$ cat src/rtl/calc_sequencer.sv
// Sequences one calculator op through the one-hot result mux.
// Multi-cycle units get a start pulse and a bounded completion wait.
module calc_sequencer #(
  parameter int          WIDTH   = 32,
  parameter logic [15:0] MC_MASK = 16'h0C00,
  parameter int          TIMEOUT = 8
) (
  input  logic             clk,
  input  logic             rst,
  input  logic             start,
  input  logic [3:0]       opcode,
  input  logic             clear,
  input  logic [WIDTH-1:0] muxout,
  input  logic             unit_done,
  output logic [15:0]      hotselect,
  output logic             unit_start,
  output logic             busy,
  output logic             done,
  output logic [WIDTH-1:0] result,
  output logic [3:0]       last_op,
  output logic             err
);

  typedef enum logic [1:0] {
    S_IDLE,
    S_SELECT,
    S_WAIT
  } state_t;

  localparam logic [7:0] CNT_LAST = 8'(TIMEOUT - 1);

  state_t           state_q, state_d;
  logic [3:0]       op_q, op_d;
  logic [7:0]       cnt_q, cnt_d;
  logic [15:0]      hot_q, hot_d;
  logic             ustart_q, ustart_d;
  logic             done_q, done_d;
  logic [WIDTH-1:0] result_q, result_d;
  logic [3:0]       last_q, last_d;
  logic             err_q, err_d;
  logic             multi;
  logic             expired;

  assign multi   = MC_MASK[op_q];
  assign expired = (cnt_q == CNT_LAST);

  always_ff @(posedge clk or posedge rst) begin
    if (rst) begin
      state_q  <= S_IDLE;
      op_q     <= '0;
      cnt_q    <= '0;
      hot_q    <= '0;
      ustart_q <= 1'b0;
      done_q   <= 1'b0;
      result_q <= '0;
      last_q   <= '0;
      err_q    <= 1'b0;
    end else begin
      state_q  <= state_d;
      op_q     <= op_d;
      cnt_q    <= cnt_d;
      hot_q    <= hot_d;
      ustart_q <= ustart_d;
      done_q   <= done_d;
      result_q <= result_d;
      last_q   <= last_d;
      err_q    <= err_d;
    end
  end

  always_comb begin
    state_d = state_q;
    unique case (state_q)
      S_IDLE:
        if (!clear && start) state_d = S_SELECT;
      S_SELECT:
        state_d = multi ? S_WAIT : S_IDLE;
      S_WAIT:
        if (unit_done || expired) state_d = S_IDLE;
      default:
        state_d = S_IDLE;
    endcase
  end

  // unit_done is checked before the timeout so a last-cycle completion is not an error
  always_comb begin
    op_d     = op_q;
    cnt_d    = cnt_q;
    hot_d    = hot_q;
    ustart_d = 1'b0;
    done_d   = 1'b0;
    result_d = result_q;
    last_d   = last_q;
    err_d    = err_q;
    unique case (state_q)
      S_IDLE: begin
        if (clear) begin
          result_d = '0;
          last_d   = '0;
          err_d    = 1'b0;
        end else if (start) begin
          op_d   = opcode;
          last_d = opcode;
          err_d  = 1'b0;
          hot_d  = 16'h0001 << opcode;
        end
      end
      S_SELECT: begin
        if (!multi) begin
          result_d = muxout;
          done_d   = 1'b1;
          hot_d    = '0;
        end else begin
          ustart_d = 1'b1;
          cnt_d    = '0;
        end
      end
      S_WAIT: begin
        if (unit_done) begin
          result_d = muxout;
          done_d   = 1'b1;
          hot_d    = '0;
        end else if (expired) begin
          err_d  = 1'b1;
          done_d = 1'b1;
          hot_d  = '0;
        end else begin
          cnt_d = cnt_q + 8'd1;
        end
      end
      default: begin
        hot_d = '0;
      end
    endcase
  end

  assign hotselect  = hot_q;
  assign unit_start = ustart_q;
  assign busy       = (state_q != S_IDLE);
  assign done       = done_q;
  assign result     = result_q;
  assign last_op    = last_q;
  assign err        = err_q;

endmodule

$ cat config.mk
export PLATFORM = sky130hd
export DESIGN_NAME = calc_sequencer
export DESIGN_NICKNAME = d
export VERILOG_FILES = /design/src/rtl/calc_sequencer.sv
export SDC_FILE = /design/constraint.sdc
export NUM_CORES = 1
export LEC_CHECK = 0
export CELL_PAD_IN_SITES_DETAIL_PLACEMENT = 1
export CELL_PAD_IN_SITES_GLOBAL_PLACEMENT = 1
export CORE_UTILIZATION = 32
export DETAILED_ROUTE_END_ITERATION = 10
export PLACE_DENSITY = 0.73
export RECOVER_POWER = 50
export SETUP_SLACK_MARGIN = 0.02
export SYNTH_ARGS = -nofsm -noshare
export SYNTH_HDL_FRONTEND = slang
export SYNTH_SLANG_ARGS = --single-unit
$ cat constraint.sdc
create_clock -name clk -period 2.2 [get_ports clk]
set_input_delay 0.44 -clock clk [delete_from_list [all_inputs] [get_ports clk]]
set_output_delay 0.44 -clock clk [all_outputs]
set_load 0.05 [all_outputs]
==> results.cfg, run 1 <==
[status]
status = finished clean

[die]
dieWidth_um = 101
initial_core_util = 0.334
die-area_um2 = 10200
core.rowCount = 35
ios = 97
core_area_um2 = 9370
die_h_um = 101

[timing]
fmax_mhz = 489
maxSlewViolCount = 0
period_minus_slack_ps = 2040
clock_skew_ps = 13.9
period_share = 0.929
setup_tns_ps = 0
tightest_slew_ps = 813
slew_headroom = 0.457
setup_viol = 0
rsz0062_at_grt = no
hold_viol = 0
layout_setup_ws_ps = 156

[setup_path]
critPathMaxFanout = 9
required_ps = 1760
start_kind = flop
end_kind = output port
crit_type = flop to output port
cp_data_arrival_time_ps = 1600

[logic_synthesis]
synth_area_um2 = 3130
yosysTopAreaCell = dfrtp_1
yosysSeqAreaShare = 0.544
synth_warnings = 0
synth_top_area_share = 0.544
syn_inst = 296
synth_seq_cells = 68
ys_types = 43
syn_area_per_cell_um2 = 10.6
synth.area.top_cells = dfrtp_1 54%, nand3_1 5.3%, o21ai_0 4.8%
postSynth.asyncResetShare = 1.00
synth_edf_count = 0
syn-num-nets = 343
ys_dominant_reg_cell = dfrtp_1

[global_route]
track_usage = 0.180
grt_pass1_vias = 2819
grt-ovfl-total = 0
grt_max_degree = 65
antenna_found_initial = 0
grt_first_pass_wirelength_um = 14100

[pwr]
leakagePower_nw = 1.92
pwr_density_cell_nw_per_um2 = 1450
peakVddDrop_mv = 0.782

[layout]
fillers = 1074
antennaDiodeCount = 0
drive_above_1_share = 0.108
fin_cells = 536
synthToLayoutAreaGrowth_pct = 45.4
layout.nets = 449

[worst_hold_path]
hold_class = flop to flop

[routing]
wl_um = 8770
wire_per_inst_um = 16.4
drtIter0Drc = 152
drc = 0
viasPerCell = 4.97
ant_nets = 0
drt_pass1_iterations = 4
vias = 2666

[place]
place_ws_ps = 49.1
dpl.hpwl_um = 5970
place.gp.congestion = 0.738
io_buffers = 96
dp.cells = 518

[run]
cap_violations = 0

[cts]
clock_latency_ps = 350
cts_max_path_buffers = 2
root_buffer = clkbuf_8
cts_tree = built
clk_pin_slew_worst_paths_ps = 80
cts_buffers = 9
cts_sinks = 68
cts_htree_levels = 3
==> Yosys cell counts (5+ instances only) <==
cell / count
dfrtp_1: 68
inv_1: 39
nand3_1: 33
o21ai_0: 30
o2bb2ai_1: 16
nand2_1: 15
o21ai_1: 8
a21oi_1: 7
a32o_1: 7
a31oi_1: 6
clkbuf_1: 6
ha_1: 6
nand4b_1: 5
nor2b_1: 5
==> placed cells by master (no fill, tap or decap), types with 6 or more instances in the layout <==
| cell | instances |
|---|---|
| nand2_1 | 15 |
| o21ai_0 | 30 |
| buf_4 | 7 |
| a32o_1 | 7 |
| a31oi_1 | 6 |
| a21oi_1 | 7 |
| nand3_1 | 33 |
| o2bb2ai_1 | 16 |
| clkdlybuf4s50_1 | 84 |
| o21ai_1 | 8 |
| dfrtp_1 | 67 |
| clkbuf_8 | 11 |
| inv_1 | 40 |
| dlygate4sd3_1 | 11 |
==> through the flow <==
stage / area, um2 / hold WS [ps] / utilization / power (W)
final: 4540 / 492 / 0.485 / 0.00661
after global routing: 4540 / 507 / 0.485 / 0.00697
after CTS: 4560 / 471 / 0.486 / 0.00662
after detailed placement: 4300 / 479 / 0.459 / 0.00525
after global placement: 4300 / 478 / 0.459 / 0.00518
after floorplan: 3130 / 485 / - / 0.00411
==> cell type report <==
| cell class | instances | area [um2] | area share |
|---|---|---|---|
| repair buffers | 110 | 1080 | 0.238 |
| multi-input cells | 172 | 1180 | 0.261 |
| inverters | 41 | 154 | 0.0339 |
| flip-flops and latches | 68 | 1700 | 0.375 |
| well taps | 129 | 161 | 0.0355 |
| clock inverters | 5 | 106 | 0.0234 |
| clock buffers | 11 | 151 | 0.0333 |
==> final timing paths <==
check / startpoint / endpoint / slack (ps) / cells after the start
max in group asynchronous: rst / state_q[0]$_DFFE_PP0P_ / 350 / 3
min in group asynchronous: rst / result[29]$_DFFE_PP0P_ / 700 / 2
worst max register to register: state_q[1]$_DFFE_PP0P_ / result[7]$_DFFE_PP0P_ / 180 / 9
worst min-delay path: hotselect[8]$_DFFE_PP0P_ / hotselect[8]$_DFFE_PP0P_ / 490 / 1
worst max-delay path: state_q[1]$_DFFE_PP0P_ / busy / 160 / 4
worst min register to register: hotselect[8]$_DFFE_PP0P_ / hotselect[8]$_DFFE_PP0P_ / 490 / 1
==> layer usage <==
metal / track usage / routed length [um] / share of wire / vias to the layer above
li1: - / - / - / 1254
met5: 0 / 0 / 0 / -
met1: 0.230 / 3950 / 0.45 / 1328
met2: 0.289 / 4130 / 0.47 / 73
met3: 0.0569 / 568 / 0.065 / 11
met4: 0.0635 / 115 / 0.013 / 0
==> state kept, by name (all words and copies together) (netlist names) <==
signal / count
result: 32
hotselect: 16
cnt_q: 8
last_op: 4
op_q: 3
state_q: 2
done: 1
err: 1
unit_start: 1
==> kinds of logic after synthesis <==
logic type	Yosys count	synth area share
fa+ha+maj	6	0.0240
buf+inv	56	0.0773
mux	5	0.0172
compound gates	86	0.197
simple gates	75	0.141
flops	68	0.544
==> power by group <==
part	switching [W]	internal, W
sequential	0.000246	0.00163
combinational	0.00227	0.00113
clock	0.000510	0.000819
total	0.00303	0.00358
==> worst max-delay path, stage by stage, from the launching register on <==
cell	delay (ps)
dfrtp_1	410
inv_1	150
ha_2	330
inv_1	180
buf_12	190
==> repair_timing <==
item,4_1_cts,5_1_grt
hold buffers,0,0
cloned,0,1
gates resized for setup,1,2
hold endpoints to repair,0,0
buffers inserted,0,1
pin swaps,0,1
setup endpoints to repair,1,3
(Power assumes the default switching activity.)
==> run 2, diff against run 1 <==
CORE_MARGIN = 5   (was unset)
==> run 2 against run 1 <==
Net effect: non-clock buffer count down 1; sequential cell count is the same; worst hold slack better by 5.1 ps; routed wire length is 4.9% higher; sequential power is essentially flat; cell count up 0.56%; maximum frequency fell by 0.37%; worst setup slack worse by 7.5 ps; die area grew 16%; global-route usage down 2.4 points; clock skew is 3.8 ps lower; largest cell class unchanged.
==> results.cfg, run 2 (synthesis results as in run 1) <==
[setup_path]
timing.rr.end = result[10]$_DFFE_PP0P_
required_ps = 1760
crit_start = state_q[0]$_DFFE_PP0P_
critPathMaxFanout = 9
start_kind = flop
cp_data_arrival_time_ps = 1610
crit_type = flop to output port
r2r_setup_slack_ps = 150
cp-endpoint = busy
reg2regPathDepth = 8
rr_startpoint = state_q[0]$_DFFE_PP0P_
end_kind = output port

[cts]
cts_max_path_buffers = 2
cts_htree_levels = 3
clk_pin_slew_worst_paths_ps = 80
root_buffer = clkbuf_8
ctsHoldBuffers = 0
cts_tree = built
cts_sinks = 68
cts_buffers = 9
clock_latency_ps = 350

[run]
cap_violations = 0

[pwr]
pwr_density_cell_nw_per_um2 = 1440
leakagePower_nw = 1.92
peakVddDrop_mv = 0.905

[global_route]
grt_max_degree = 65
track_usage = 0.157
antenna_found_initial = 0
grt_pass1_vias = 2835
grt-ovfl-total = 0
grt_first_pass_wirelength_um = 14400

[routing]
viasPerCell = 4.99
ant_nets = 0
vias = 2689
wl_um = 9200
wire_per_inst_um = 17.1
drc = 0
drtIter0Drc = 64
drt_pass1_iterations = 4

[die]
die_h_um = 109
core_area_um2 = 9640
core.rowCount = 36
ios = 97
initial_core_util = 0.324
dieWidth_um = 109
die-area_um2 = 11800

[layout]
synthToLayoutAreaGrowth_pct = 45.3
final_common_cell = clkdlybuf4s50_1
antennaDiodeCount = 0
fin_cells = 539
largest_reg_flops = 32
postLayoutCellArea_um2 = 4540
layout_common_cells = 82 x clkdlybuf4s50_1, 68 x dfrtp_1, 40 x inv_1
drive_above_1_share = 0.103
layout.nets = 448
fillers = 1108

[timing]
fmax_mhz = 487
hold_slack_ps = 497
rsz0062_at_grt = no
setup_viol = 0
setup_tns_ps = 0
period_share = 0.933
period_minus_slack_ps = 2050
tightest_slew_ps = 801
clock_skew_ps = 10.1
slew_headroom = 0.465
hold_viol = 0
maxSlewViolCount = 0

[place]
dpl.hpwl_um = 6330
place.gp.congestion = 0.777
dp.cells = 520
place_area_um2 = 4290
io_buffers = 96

[worst_hold_path]
hold_class = flop to flop

[status]
status = finished clean
## run 2: layout make-up
| class | count | area [um2] | area share |
|---|---|---|---|
| flip-flops and latches | 68 | 1700 | 0.375 |
| clock inverters | 5 | 83.8 | 0.0185 |
| repair buffers | 109 | 1110 | 0.245 |
| multi-input cells | 172 | 1170 | 0.258 |
| inverters | 41 | 154 | 0.0339 |
| clock buffers | 11 | 151 | 0.0333 |
| well taps | 133 | 166 | 0.0366 |
## run 2: how the worst min path moves through the flow
stage,start,end,slack (ps),cells after the start
floorplan,op_q[2]$_DFFE_PP0P_,op_q[2]$_DFFE_PP0P_,490,1
global placement,hotselect[6]$_DFFE_PP0P_,hotselect[6]$_DFFE_PP0P_,480,1
detailed placement,hotselect[4]$_DFFE_PP0P_,hotselect[4]$_DFFE_PP0P_,480,1
CTS,rst,result[4]$_DFFE_PP0P_,400,2
global route,hotselect[4]$_DFFE_PP0P_,hotselect[4]$_DFFE_PP0P_,520,1
finish,hotselect[4]$_DFFE_PP0P_,hotselect[4]$_DFFE_PP0P_,500,1
## run 2: repair_timing
action,4_1_cts,5_1_grt
setup buffers,0,1
pin swaps,0,1
gates cloned,0,2
endpoints found under the setup margin,1,1
gates resized for setup,1,1
## run 2: critical path, stage by stage, from the launching register on
cell     delay [ps]
dfrtp_1         450
inv_1           120
ha_2            310
inv_1           190
buf_12          190
## run 2: power by group
group          leakage, nW  switching, W  internal, W  total, W
Sequential           0.915      0.000251      0.00163   0.00188
Clock                0.112      0.000494     0.000702   0.00120
Combinational        0.890       0.00229      0.00117   0.00346
## run 2: metrics by stage
stage | setup WS, ps | utilization | power [W]
2_1_floorplan | 48.5 | - | 0.00411
5_1_grt | 20.0 | 0.471 | 0.00694
3_3_place_gp | 154 | 0.445 | 0.00523
6_report | 148 | 0.471 | 0.00654
4_1_cts | 139 | 0.469 | 0.00656
3_5_place_dp | 52.5 | 0.445 | 0.00531
## run 2: metal layers
metal,wire length [um],GRT usage,part of all wire
met5,0,0,0
met2,4590,0.252,0.50
met1,4070,0.202,0.44
met3,385,0.0361,0.042
met4,150,0.0676,0.016
